$ cat config.mk
export PLATFORM = sky130hd
export DESIGN_NAME = bcd_seq_player
export DESIGN_NICKNAME = d
export VERILOG_FILES = /design/src/rtl/bcd_seq_player.sv
export SDC_FILE = /design/constraint.sdc
export NUM_CORES = 1
export LEC_CHECK = 0
export BUFFER_PORTS_ARGS = -buffer_cell sky130_fd_sc_hd__buf_2
export CORE_UTILIZATION = 30
export DETAILED_ROUTE_END_ITERATION = 8
export PLACE_DENSITY = 0.55
export SYNTH_ARGS = -nofsm -noshare
export SYNTH_HDL_FRONTEND = slang
export SYNTH_SLANG_ARGS = --single-unit
$ cat constraint.sdc
create_clock -name clock -period 3.06 [get_ports clock]
set_clock_uncertainty 0.2 [all_clocks]
set_input_delay 0.612 -clock clock [delete_from_list [all_inputs] [get_ports clock]]
set_output_delay 0.612 -clock clock [all_outputs]
set_load 0.02 [all_outputs]
$ cat src/rtl/bcd_seq_player.sv
// BCD sequence player: fetches records of DIGITS value digits and DIGITS
// duration digits from nibble memory, plays each value for its duration,
// and prefetches the following record into a shadow register during playback.
module bcd_seq_player #(
  parameter int DIGITS = 2,
  parameter int ADDR_W = 8,
  parameter int OUT_W  = 7
) (
  input  logic              clock,
  input  logic              reset,
  input  logic              start,
  input  logic              loop,
  input  logic [ADDR_W-1:0] base_addr,
  output logic [ADDR_W-1:0] mem_addr,
  output logic              mem_rd,
  input  logic              mem_rdy,
  input  logic [3:0]        mem_data,
  output logic [OUT_W-1:0]  out,
  output logic              busy,
  output logic              done,
  output logic              err,
  output logic              late
);

  localparam int NDIG  = 2 * DIGITS;
  localparam int IDX_W = (NDIG > 1) ? $clog2(NDIG) : 1;

  typedef enum logic [1:0] {S_IDLE, S_FIRST, S_PLAY} state_t;
  typedef enum logic       {F_RD, F_FULL}            fetch_t;

  state_t             r_state;
  fetch_t             r_fst;
  logic [ADDR_W-1:0]  r_addr;
  logic [ADDR_W-1:0]  r_base;
  logic               r_loop;
  logic               r_rd;
  logic [OUT_W-1:0]   r_out;
  logic [OUT_W-1:0]   r_cnt;
  logic               r_busy;
  logic               r_done;
  logic               r_err;
  logic               r_late;
  logic [IDX_W-1:0]   r_dig;
  logic [OUT_W-1:0]   r_vacc;
  logic [OUT_W-1:0]   r_dacc;
  logic [OUT_W-1:0]   r_sh_val;
  logic [OUT_W-1:0]   r_sh_dur;
  logic               r_sh_term;

  logic               w_acc;
  logic               w_bad;
  logic               w_last;
  logic               w_in_dur;
  logic [OUT_W-1:0]   w_digit;
  logic [OUT_W-1:0]   w_vnext;
  logic [OUT_W-1:0]   w_dnext;
  logic               w_rec_done;
  logic               w_term;
  logic               w_expire;

  // Digit acceptance, Horner accumulation and record-boundary decode
  always_comb begin
    w_acc      = r_rd & mem_rdy;
    w_bad      = (mem_data > 4'd9);
    w_last     = (r_dig == IDX_W'(NDIG - 1));
    w_in_dur   = (r_dig >= IDX_W'(DIGITS));
    w_digit    = OUT_W'(mem_data);
    w_vnext    = r_vacc * OUT_W'(10) + w_digit;
    w_dnext    = r_dacc * OUT_W'(10) + w_digit;
    w_rec_done = w_acc & ~w_bad & w_last;
    w_term     = (w_dnext == '0);
    w_expire   = (r_cnt == OUT_W'(1));
  end

  // Control FSM, fetch engine, shadow record and playback counter
  always_ff @(posedge clock) begin
    if (reset) begin
      r_state   <= S_IDLE;
      r_fst     <= F_RD;
      r_addr    <= '0;
      r_base    <= '0;
      r_loop    <= 1'b0;
      r_rd      <= 1'b0;
      r_out     <= '0;
      r_cnt     <= '0;
      r_busy    <= 1'b0;
      r_done    <= 1'b0;
      r_err     <= 1'b0;
      r_late    <= 1'b0;
      r_dig     <= '0;
      r_vacc    <= '0;
      r_dacc    <= '0;
      r_sh_val  <= '0;
      r_sh_dur  <= '0;
      r_sh_term <= 1'b0;
    end else begin
      // Common digit step; record-level decisions below may override r_addr
      if (w_acc && !w_bad) begin
        r_addr <= r_addr + ADDR_W'(1);
        if (w_last) begin
          r_dig  <= '0;
          r_vacc <= '0;
          r_dacc <= '0;
        end else begin
          r_dig <= r_dig + IDX_W'(1);
          if (w_in_dur) r_dacc <= w_dnext;
          else          r_vacc <= w_vnext;
        end
      end

      case (r_state)
        S_IDLE: begin
          if (start) begin
            r_state <= S_FIRST;
            r_fst   <= F_RD;
            r_busy  <= 1'b1;
            r_done  <= 1'b0;
            r_err   <= 1'b0;
            r_late  <= 1'b0;
            r_loop  <= loop;
            r_base  <= base_addr;
            r_addr  <= base_addr;
            r_rd    <= 1'b1;
            r_dig   <= '0;
            r_vacc  <= '0;
            r_dacc  <= '0;
          end
        end

        S_FIRST: begin
          if (w_acc && w_bad) begin
            r_state <= S_IDLE;
            r_busy  <= 1'b0;
            r_rd    <= 1'b0;
            r_err   <= 1'b1;
          end else if (w_rec_done) begin
            if (!w_term) begin
              // Playback starts; the fetch engine keeps reading the next record
              r_out   <= r_vacc;
              r_cnt   <= w_dnext;
              r_state <= S_PLAY;
            end else if (r_loop) begin
              r_state <= S_IDLE;
              r_busy  <= 1'b0;
              r_rd    <= 1'b0;
              r_err   <= 1'b1;
            end else begin
              r_state <= S_IDLE;
              r_busy  <= 1'b0;
              r_rd    <= 1'b0;
              r_done  <= 1'b1;
            end
          end
        end

        S_PLAY: begin
          if (!w_expire) r_cnt <= r_cnt - OUT_W'(1);

          if (w_acc && w_bad) begin
            r_state <= S_IDLE;
            r_busy  <= 1'b0;
            r_rd    <= 1'b0;
            r_fst   <= F_RD;
            r_err   <= 1'b1;
          end else if (w_rec_done) begin
            // A record completing on the expiry edge is handed straight to
            // the output instead of passing through the shadow register.
            if (w_term && r_loop) begin
              r_addr <= r_base;
              if (w_expire) r_late <= 1'b1;
            end else if (w_expire) begin
              if (w_term) begin
                r_state <= S_IDLE;
                r_busy  <= 1'b0;
                r_rd    <= 1'b0;
                r_done  <= 1'b1;
              end else begin
                r_out <= r_vacc;
                r_cnt <= w_dnext;
              end
            end else begin
              r_sh_val  <= r_vacc;
              r_sh_dur  <= w_dnext;
              r_sh_term <= w_term;
              r_fst     <= F_FULL;
              r_rd      <= 1'b0;
            end
          end else if (w_expire) begin
            if (r_fst == F_FULL) begin
              if (r_sh_term) begin
                r_state <= S_IDLE;
                r_busy  <= 1'b0;
                r_done  <= 1'b1;
                r_fst   <= F_RD;
              end else begin
                r_out <= r_sh_val;
                r_cnt <= r_sh_dur;
                r_fst <= F_RD;
                r_rd  <= 1'b1;
              end
            end else begin
              // Underrun: hold the current value until the record arrives
              r_late <= 1'b1;
            end
          end
        end

        default: r_state <= S_IDLE;
      endcase
    end
  end

  assign mem_addr = r_addr;
  assign mem_rd   = r_rd;
  assign out      = r_out;
  assign busy     = r_busy;
  assign done     = r_done;
  assign err      = r_err;
  assign late     = r_late;

endmodule
After elaboration in Yosys (flattened, before gate mapping)
Cells that the tools add are included.

Flip-flop bits (word level): 70. Logic and storage cells: 200.

Reductions and logical operators: 20. Add/sub/neg operators: 5. Mux-type cells: 113. Multipliers: 2. Bitwise logic cells: 7. $lt $le $gt $ge: 2. Equality and inequality tests: 33.

Operator list (number): 7-bit 2-to-1 mux (32); 1-bit 2-to-1 mux (50); 8-bit 2-to-1 mux (5); 3-bit != test, second input constant (13); 2-bit 2-to-1 mux (16); 4-bit != test, second input constant (8); 7-bit one-hot mux with 2 select lines (2); 2-bit != test, second input constant (8); 8-bit one-hot mux with 2 select lines (1); 8-bit AND reduction (2); 7-bit by 4-bit adder with 7-bit output (2); 7-bit by 3-bit multiplier with 6-bit output, second input constant (2); 7-bit AND reduction (2); 13-bit AND reduction (1); 1-bit one-hot mux with 3 select lines (4); 5-bit AND reduction (2); 9-bit AND reduction (1); 8-bit by 1-bit adder with 8-bit output, second input constant (1); 7-bit by 1-bit == test with 1-bit output, second input constant (1); 7-bit zero test (1); 7-bit by 1-bit subtractor with 7-bit output, second input constant (1); 2-bit one-hot mux with 3 select lines (1); 6-bit AND reduction (1); 2-bit == test, second input constant (2); other kinds (14) (23).

Longest topological paths before layout
Gate-level depths: netlist (run 1).

Depth in word-level cells: 9. Mapped depth: 13.

Least setup slack after synthesis (run 1)
OpenSTA, ideal clock, no wires.

Path kind: input-to-reg. Start point: input port mem_data[1]. End point: register r_out[0] (netlist: out[0]). Arrival time: 2.983 ns. Stages: 9. Path slack: -0.242 ns. Library setup time: 0.119 ns. Cell sequence: ha_1 fa_1 xor2_1 or4_4 a21oi_4 o2111a_2 mux2i_4 a21oi_4 o221a_1.

Longest elaborated chain between the ends: 8. Elaborated cells between the ends (all ways): 25. Classes of those cells: add/sub (1); order compare (1); eq/ne (8); mux (8); bitwise (3); reduce/logical (4).

RTL lines: start: declaration (RTL line 17) `input logic [3:0] mem_data,`; 7-bit by 4-bit adder with 7-bit output (RTL line 69) `w_dnext = r_dacc * OUT_W'(10) + w_digit;`; 7-bit zero test (RTL line 71) `w_term = (w_dnext == '0);`; 7-bit 2-to-1 mux (3 in series); 7-bit 2-to-1 mux (RTL line 165) `end else if (w_rec_done) begin`; 7-bit 2-to-1 mux (RTL line 159) `if (w_acc && w_bad) begin`; 7-bit one-hot mux with 2 select lines (RTL line 111) `case (r_state)`; end signal: assignment (RTL line 139) `r_out <= r_vacc;`; end signal: assignment (RTL line 178) `r_out <= r_vacc;`; end signal: assignment (RTL line 196) `r_out <= r_sh_val;`; end: declaration (RTL line 37) `logic [OUT_W-1:0] r_out;`.

Parallel ways exist; a longest one is shown, timed or not. The select of a mux whose other input is x is not followed. A chain may end at the register's enable or synchronous reset.

Final worst setup path (run 1)
Start point: register r_dacc[3]. End point: register r_out[5] (netlist: out[5]).

Longest elaborated chain between the ends: 9. Elaborated cells between the ends (all ways): 15. Classes of those cells: add/sub (1); mul (1); eq/ne (2); mux (8); reduce/logical (3).

RTL lines: start: declaration (RTL line 45) `logic [OUT_W-1:0] r_dacc;`; start signal: assignment (RTL line 106) `if (w_in_dur) r_dacc <= w_dnext;`; 7-bit by 3-bit multiplier with 6-bit output * (RTL line 69); 7-bit by 4-bit adder with 7-bit output * (RTL line 69); 7-bit zero test * (RTL line 71); 7-bit 2-to-1 mux (5 in series); 7-bit one-hot mux with 2 select lines.

Mark *: on every way between the ends. The rest lies on a longest branch, timed or not. The select of a mux whose other input is x is not followed.

==> results of run 1 <==
layout by cell type (no fill, tap or decap), drive strengths merged, types with 4 or more instances in the layout:
| master | n |
|---|---|
| buf | 81 |
| dfxtp | 69 |
| nand2 | 68 |
| nor2 | 57 |
| a21oi | 51 |
| ha | 24 |
| o21ai | 21 |
| xnor2 | 19 |
| inv | 18 |
| mux2i | 18 |
| clkbuf | 12 |
| nand3 | 11 |
| o22ai | 10 |
| nor3 | 9 |
| o221a | 8 |
| a211oi | 8 |
| xor2 | 7 |
| a21boi | 7 |
| o211ai | 6 |
| nor2b | 5 |
| a31oi | 5 |
| o311ai | 5 |
| fa | 4 |
tightest hold or removal path: cells and delay by family (launching register included):
family | cells | cell delay, ns
and+or+nand+nor | 1 | 0.05
AOI/OAI and AO/OA | 1 | 0.05
DFF | 1 | 0.31
state kept, by name, summed over array words and instances (netlist names), 2 cells and up:
register / count
r_dig: 2
r_sh_val: 7
r_state: 2
out: 7
r_cnt: 7
r_sh_dur: 7
mem_addr: 8
r_dacc: 6
r_vacc: 7
r_base: 8
metrics by stage:
| stage | power, mW | setup TNS, ns | hold WS, ns | setup WS, ns | cell area, µm² |
|---|---|---|---|---|---|
| 3_5_place_dp | 2.42 | -7.09 | 0.247 | -0.287 | 4860 |
| 6_report | 3.70 | -0.272 | 0.257 | -0.0593 | 5430 |
| 3_3_place_gp | 2.40 | -5.12 | 0.239 | -0.201 | 4860 |
| 5_1_grt | 3.88 | -1.87 | 0.272 | -0.150 | 5430 |
| 2_1_floorplan | 2.04 | -0.902 | 0.234 | -0.105 | 4230 |
| 4_1_cts | 3.68 | -0.561 | 0.254 | -0.0942 | 5320 |
cells by family (layout without fill, tap and decap cells):
group           after synthesis  count (layout)  share of synthesized area (%)
compound gates              140             140                           23.4
mux                          19              19                           4.88
simple gates                173             173                           19.3
buf+inv                      40             116                           3.92
fa+ha+maj                    28              28                           9.10
xor+xnor                     27              27                           6.35
flops                        69              69                           33.1
metal layers:
layer	wire length [µm]	vias to the layer above
li1	-	1916
met4	142	0
met3	441	15
met2	5550	94
met5	0	-
met1	5710	1865
power breakdown:
| group | internal (mW) | switching, mW |
|---|---|---|
| clock network | 0.818 | 0.389 |
| logic | 0.545 | 0.775 |
| registers | 1.04 | 0.130 |
layout make-up:
| class | count | area share (%) |
|---|---|---|
| timing repair buffer | 81 | 10.6 |
| inverter | 19 | 1.31 |
| clock inverter | 4 | 1.75 |
| sequential | 69 | 25.5 |
| tap | 176 | 4.06 |
| clock buffer | 12 | 4.54 |
| multi-input combinational | 387 | 52.2 |
timing repair:
action / in CTS / in global routing
pin swaps: 17 / 13
resized for setup: 16 / 29
endpoints found under the setup margin: 43 / 40
buffers inserted: 3 / 1
path summary, 6_finish.rpt:
kind / end / start / slack, ns / cells past startpoint
min reg2reg: r_base[7] / r_base[7] / 0.26 / 2
max reg2reg: out[5] / r_dacc[3] / -0.06 / 10
min: r_base[7] / r_base[7] / 0.26 / 2
max: out[5] / r_dacc[3] / -0.06 / 10
==> impl_metrics.ini, run 1 <==
[status]
status = finished, violations left
violations = negative setup slack

[layout]
final-seq-area_um2 = 1380
num_antenna_cells = 0
syn_to_final_growth_pct = 29.9
postLayoutCoreUtil_pct = 40.5
nets = 612
multi_input_area_um2 = 2840
fillers = 1348
final_layout_size_suffix_gt1_share_pct = 25.9
fin_cells = 748

[timing]
relSlewSlack_pct = 47.7
rsz0062_at_grt = yes
fin_crit_sh_pct = 102
min_period_ns = 3.12
setup_violations = 8
worst_pin_slew_ns = 0.776
fmax_mhz = 321
fin_ws_ns = -0.0593
slew_violations = 0
finalHoldViolCount = 0

[hold_path]
hold_class = reg2reg

[global_routing]
globalRouteMet2Util_pct = 28.7
top_usage_layer = met2
grt_pass1_vias = 3869
grt_util_met1_pct = 22.0
grt_overflow = 0
track_usage_pct = 16.9
antenna_found_initial = 0
met3_usage_pct = 3.09
grt_max_degree = 33
grt_pass1_wl_um = 19400

[power]
power.density_nw_per_um2 = 681
peakVddDrop_mv = 0.388
cellLeakagePower_nw = 2.07

[worst_setup_path]
cp_max_fo = 7
cpLargestDelayFamily = compound AO/OA/AOI/OAI gates
crit_arrival_ns = 3.13
path_cells = ha_4 > ha_4 > inv_2 > fa_2 > or3_4 > a21oi_4 > o2111a_2 > mux2i_4 > a21oi_4 > o221a_1
slowest_delay_ns = 0.45
worstPathRequired_ns = 3.07
cp_num_buf_inv = 1
end_kind = register
cp-start-kind = register
crit_path_top_delay_cell = fa_2
worstSetupPathType = reg2reg

[clock_tree]
cts_buffers = 9
cts_num_sinks = 69
holdBufCountCts = 0
clk_pin_slew_worst_paths_ns = 0.06
cts_max_level = 3
root_buffer = clkbuf_16
clock_latency_ns = 0.33
clock_path_buffers = 2
cts_tree = done

[floorplan]
chipHeight_um = 120
core_um2 = 13400
io_pins = 37
dieArea_um2 = 14400
rows = 42
start_util_pct = 31.2
die_w_um = 120

[synthesis]
synth_cells = 496
yosysTopAreaCell = dfxtp_1
synth_ff_type = dfxtp_1
yosysWarnings = 0
synth_edf_count = 0
syn-mean-instance-area_um2 = 8.42
yosysSeqAreaShare_pct = 33.1
synth_top_area_share_pct = 33.1
synthesis.area_um2 = 4180
synth_cell_types = 69
yosys-top-cells-area = dfxtp_1 (33%), ha_1 (7.2%), nand2_1 (6.1%)
synth_most_common_cell = dfxtp_1
async_flop_share_pct = 0
syn-num-nets = 541
synth_common_cells = dfxtp_1 (69), nand2_1 (68), nor2_1 (57)
ys_ff_latch = 69

[route]
drc_errors = 0
vias = 3890
wl_per_cell_um = 15.8
ant_nets = 0
drtIter0Drc = 242
post_drt_via_cell_ratio = 5.20
wirelength_um = 11800
firstDrtPassIters = 5

[placed_design]
io_buffer_count = 36
dp_cells = 728
dp_hpwl_um = 8510
place.gp.congestion = 0.862

[flow_run]
cap_violations = 0
Note: power is estimated with default switching activity, not from simulation.
==> run 2, diff against run 1 <==
- CORE_ASPECT_RATIO: not set -> 0.6
==> impl_metrics.ini, run 2 (synthesis gave the netlist of run 1 again) <==
[placed_design]
dp_cells = 726
dp_slack_ns = -0.236
place.gp.congestion = 0.880
placed_area_um2 = 4860
dp_hpwl_um = 9580
io_buffer_count = 36

[global_routing]
grt_pass1_vias = 3798
grt_pass1_wl_um = 20600
grt_overflow = 0
track_usage_pct = 18.7
antenna_found_initial = 1
grt_max_degree = 45

[clock_tree]
clock_latency_ns = 0.34
cts_buffers = 9
root_buffer = clkbuf_16
cts_max_level = 3
clk_pin_slew_worst_paths_ns = 0.06
cts_tree = done
clock_path_buffers = 2
cts_num_sinks = 69

[floorplan]
dieArea_um2 = 14400
chipHeight_um = 93.4
core_um2 = 13200
io_pins = 37
start_util_pct = 31.6
die_w_um = 154
rows = 32

[timing]
hold_ws_ns = 0.253
rsz0062_at_grt = yes
min_period_ns = 3.15
relSlewSlack_pct = 41.8
fin_crit_sh_pct = 103
final.setup.tns_ns = -1.03
slew_violations = 0
setup_violations = 20
fin_ws_ns = -0.0932
fmax_mhz = 317
worst_pin_slew_ns = 0.864
finalHoldViolCount = 0

[route]
drtIter0Drc = 256
wl_per_cell_um = 17.0
post_drt_via_cell_ratio = 5.28
firstDrtPassIters = 5
ant_nets = 0
drc_errors = 0
wirelength_um = 12800
vias = 3972

[layout]
fin_cells = 752
postLayoutCoreUtil_pct = 41.1
final_layout_size_suffix_gt1_share_pct = 25.8
syn_to_final_growth_pct = 30.0
layout_common_cells = nand2_1 (68), dfxtp_1 (66), nor2_1 (57)
finalInstanceArea_um2 = 5430
fillers = 1324
num_antenna_cells = 0
final_common_cell = nand2_1
nets = 622

[worst_setup_path]
rr_endpoint = out[1]
r2r_cells = 10
worstPathRequired_ns = 3.09
critPathLaunch = r_dacc[1]
rr_startpoint = r_dacc[1]
path_cells = ha_4 > ha_4 > inv_2 > fa_2 > or3_4 > a21oi_4 > o2111a_2 > mux2i_4 > a21oi_4 > o221a_1
cp-start-kind = register
cp_num_buf_inv = 1
slowest_delay_ns = 0.47
end_kind = register
crit_path_top_delay_cell = fa_2
worstSetupPathType = reg2reg
path_depth = 10
cp_max_fo = 7
crit_arrival_ns = 3.18
cpLargestDelayFamily = compound AO/OA/AOI/OAI gates
r2r_setup_slack_ns = -0.09

[status]
violations = negative setup slack
status = finished, violations left

[power]
cellLeakagePower_nw = 2.09
finalPower_mw = 3.73
peakVddDrop_mv = 0.356
power.density_nw_per_um2 = 687

[flow_run]
cap_violations = 0

[hold_path]
worstHoldStart = r_base[1]
min_to = r_base[1]
whs_path_depth = 2
hold_class = reg2reg
[run 2: layout make-up]
cell class | instances | area [µm²] | share of cell area [%]
well taps | 170 | 213 | 3.92
clock inverters | 7 | 98.8 | 1.82
repair buffers | 91 | 631 | 11.6
flip-flops and latches | 69 | 1390 | 25.5
multi-input cells | 387 | 2810 | 51.7
clock buffers | 9 | 225 | 4.15
inverters | 19 | 71.3 | 1.31
[run 2: how the worst max path moves through the flow]
stage	to
after floorplan	out[0]
after global placement	out[4]
after detailed placement	out[1]
after CTS	busy
after global routing	done
final	out[1]
[run 2: power by group]
group	internal, mW	total (mW)	switching [mW]
clock network	0.718	1.14	0.426
logic	0.591	1.41	0.822
registers	1.04	1.17	0.133
[run 2: routing by layer]
| layer | wire (µm) | up-vias | GRT usage, % |
|---|---|---|---|
| met5 | 0 | - | 0 |
| met4 | 79 | 0 | 4.79 |
| met3 | 885 | 8 | 5.10 |
| met2 | 5120 | 118 | 26.1 |
| met1 | 6730 | 1919 | 27.7 |
| li1 | - | 1927 | - |
[run 2: timing repair]
item	CTS	global route
setup endpoints to repair	42	43
hold buffers	0	0
buffers inserted	8	3
gates resized for setup	17	21
pin swaps	14	14
[run 2: tightest hold or removal path: cells and delay by family, from the launching register on]
family,cells,cell delay (ns)
flip-flops,1,0.31
AND/OR/NAND/NOR,1,0.05
AO/OA/AOI/OAI,1,0.05
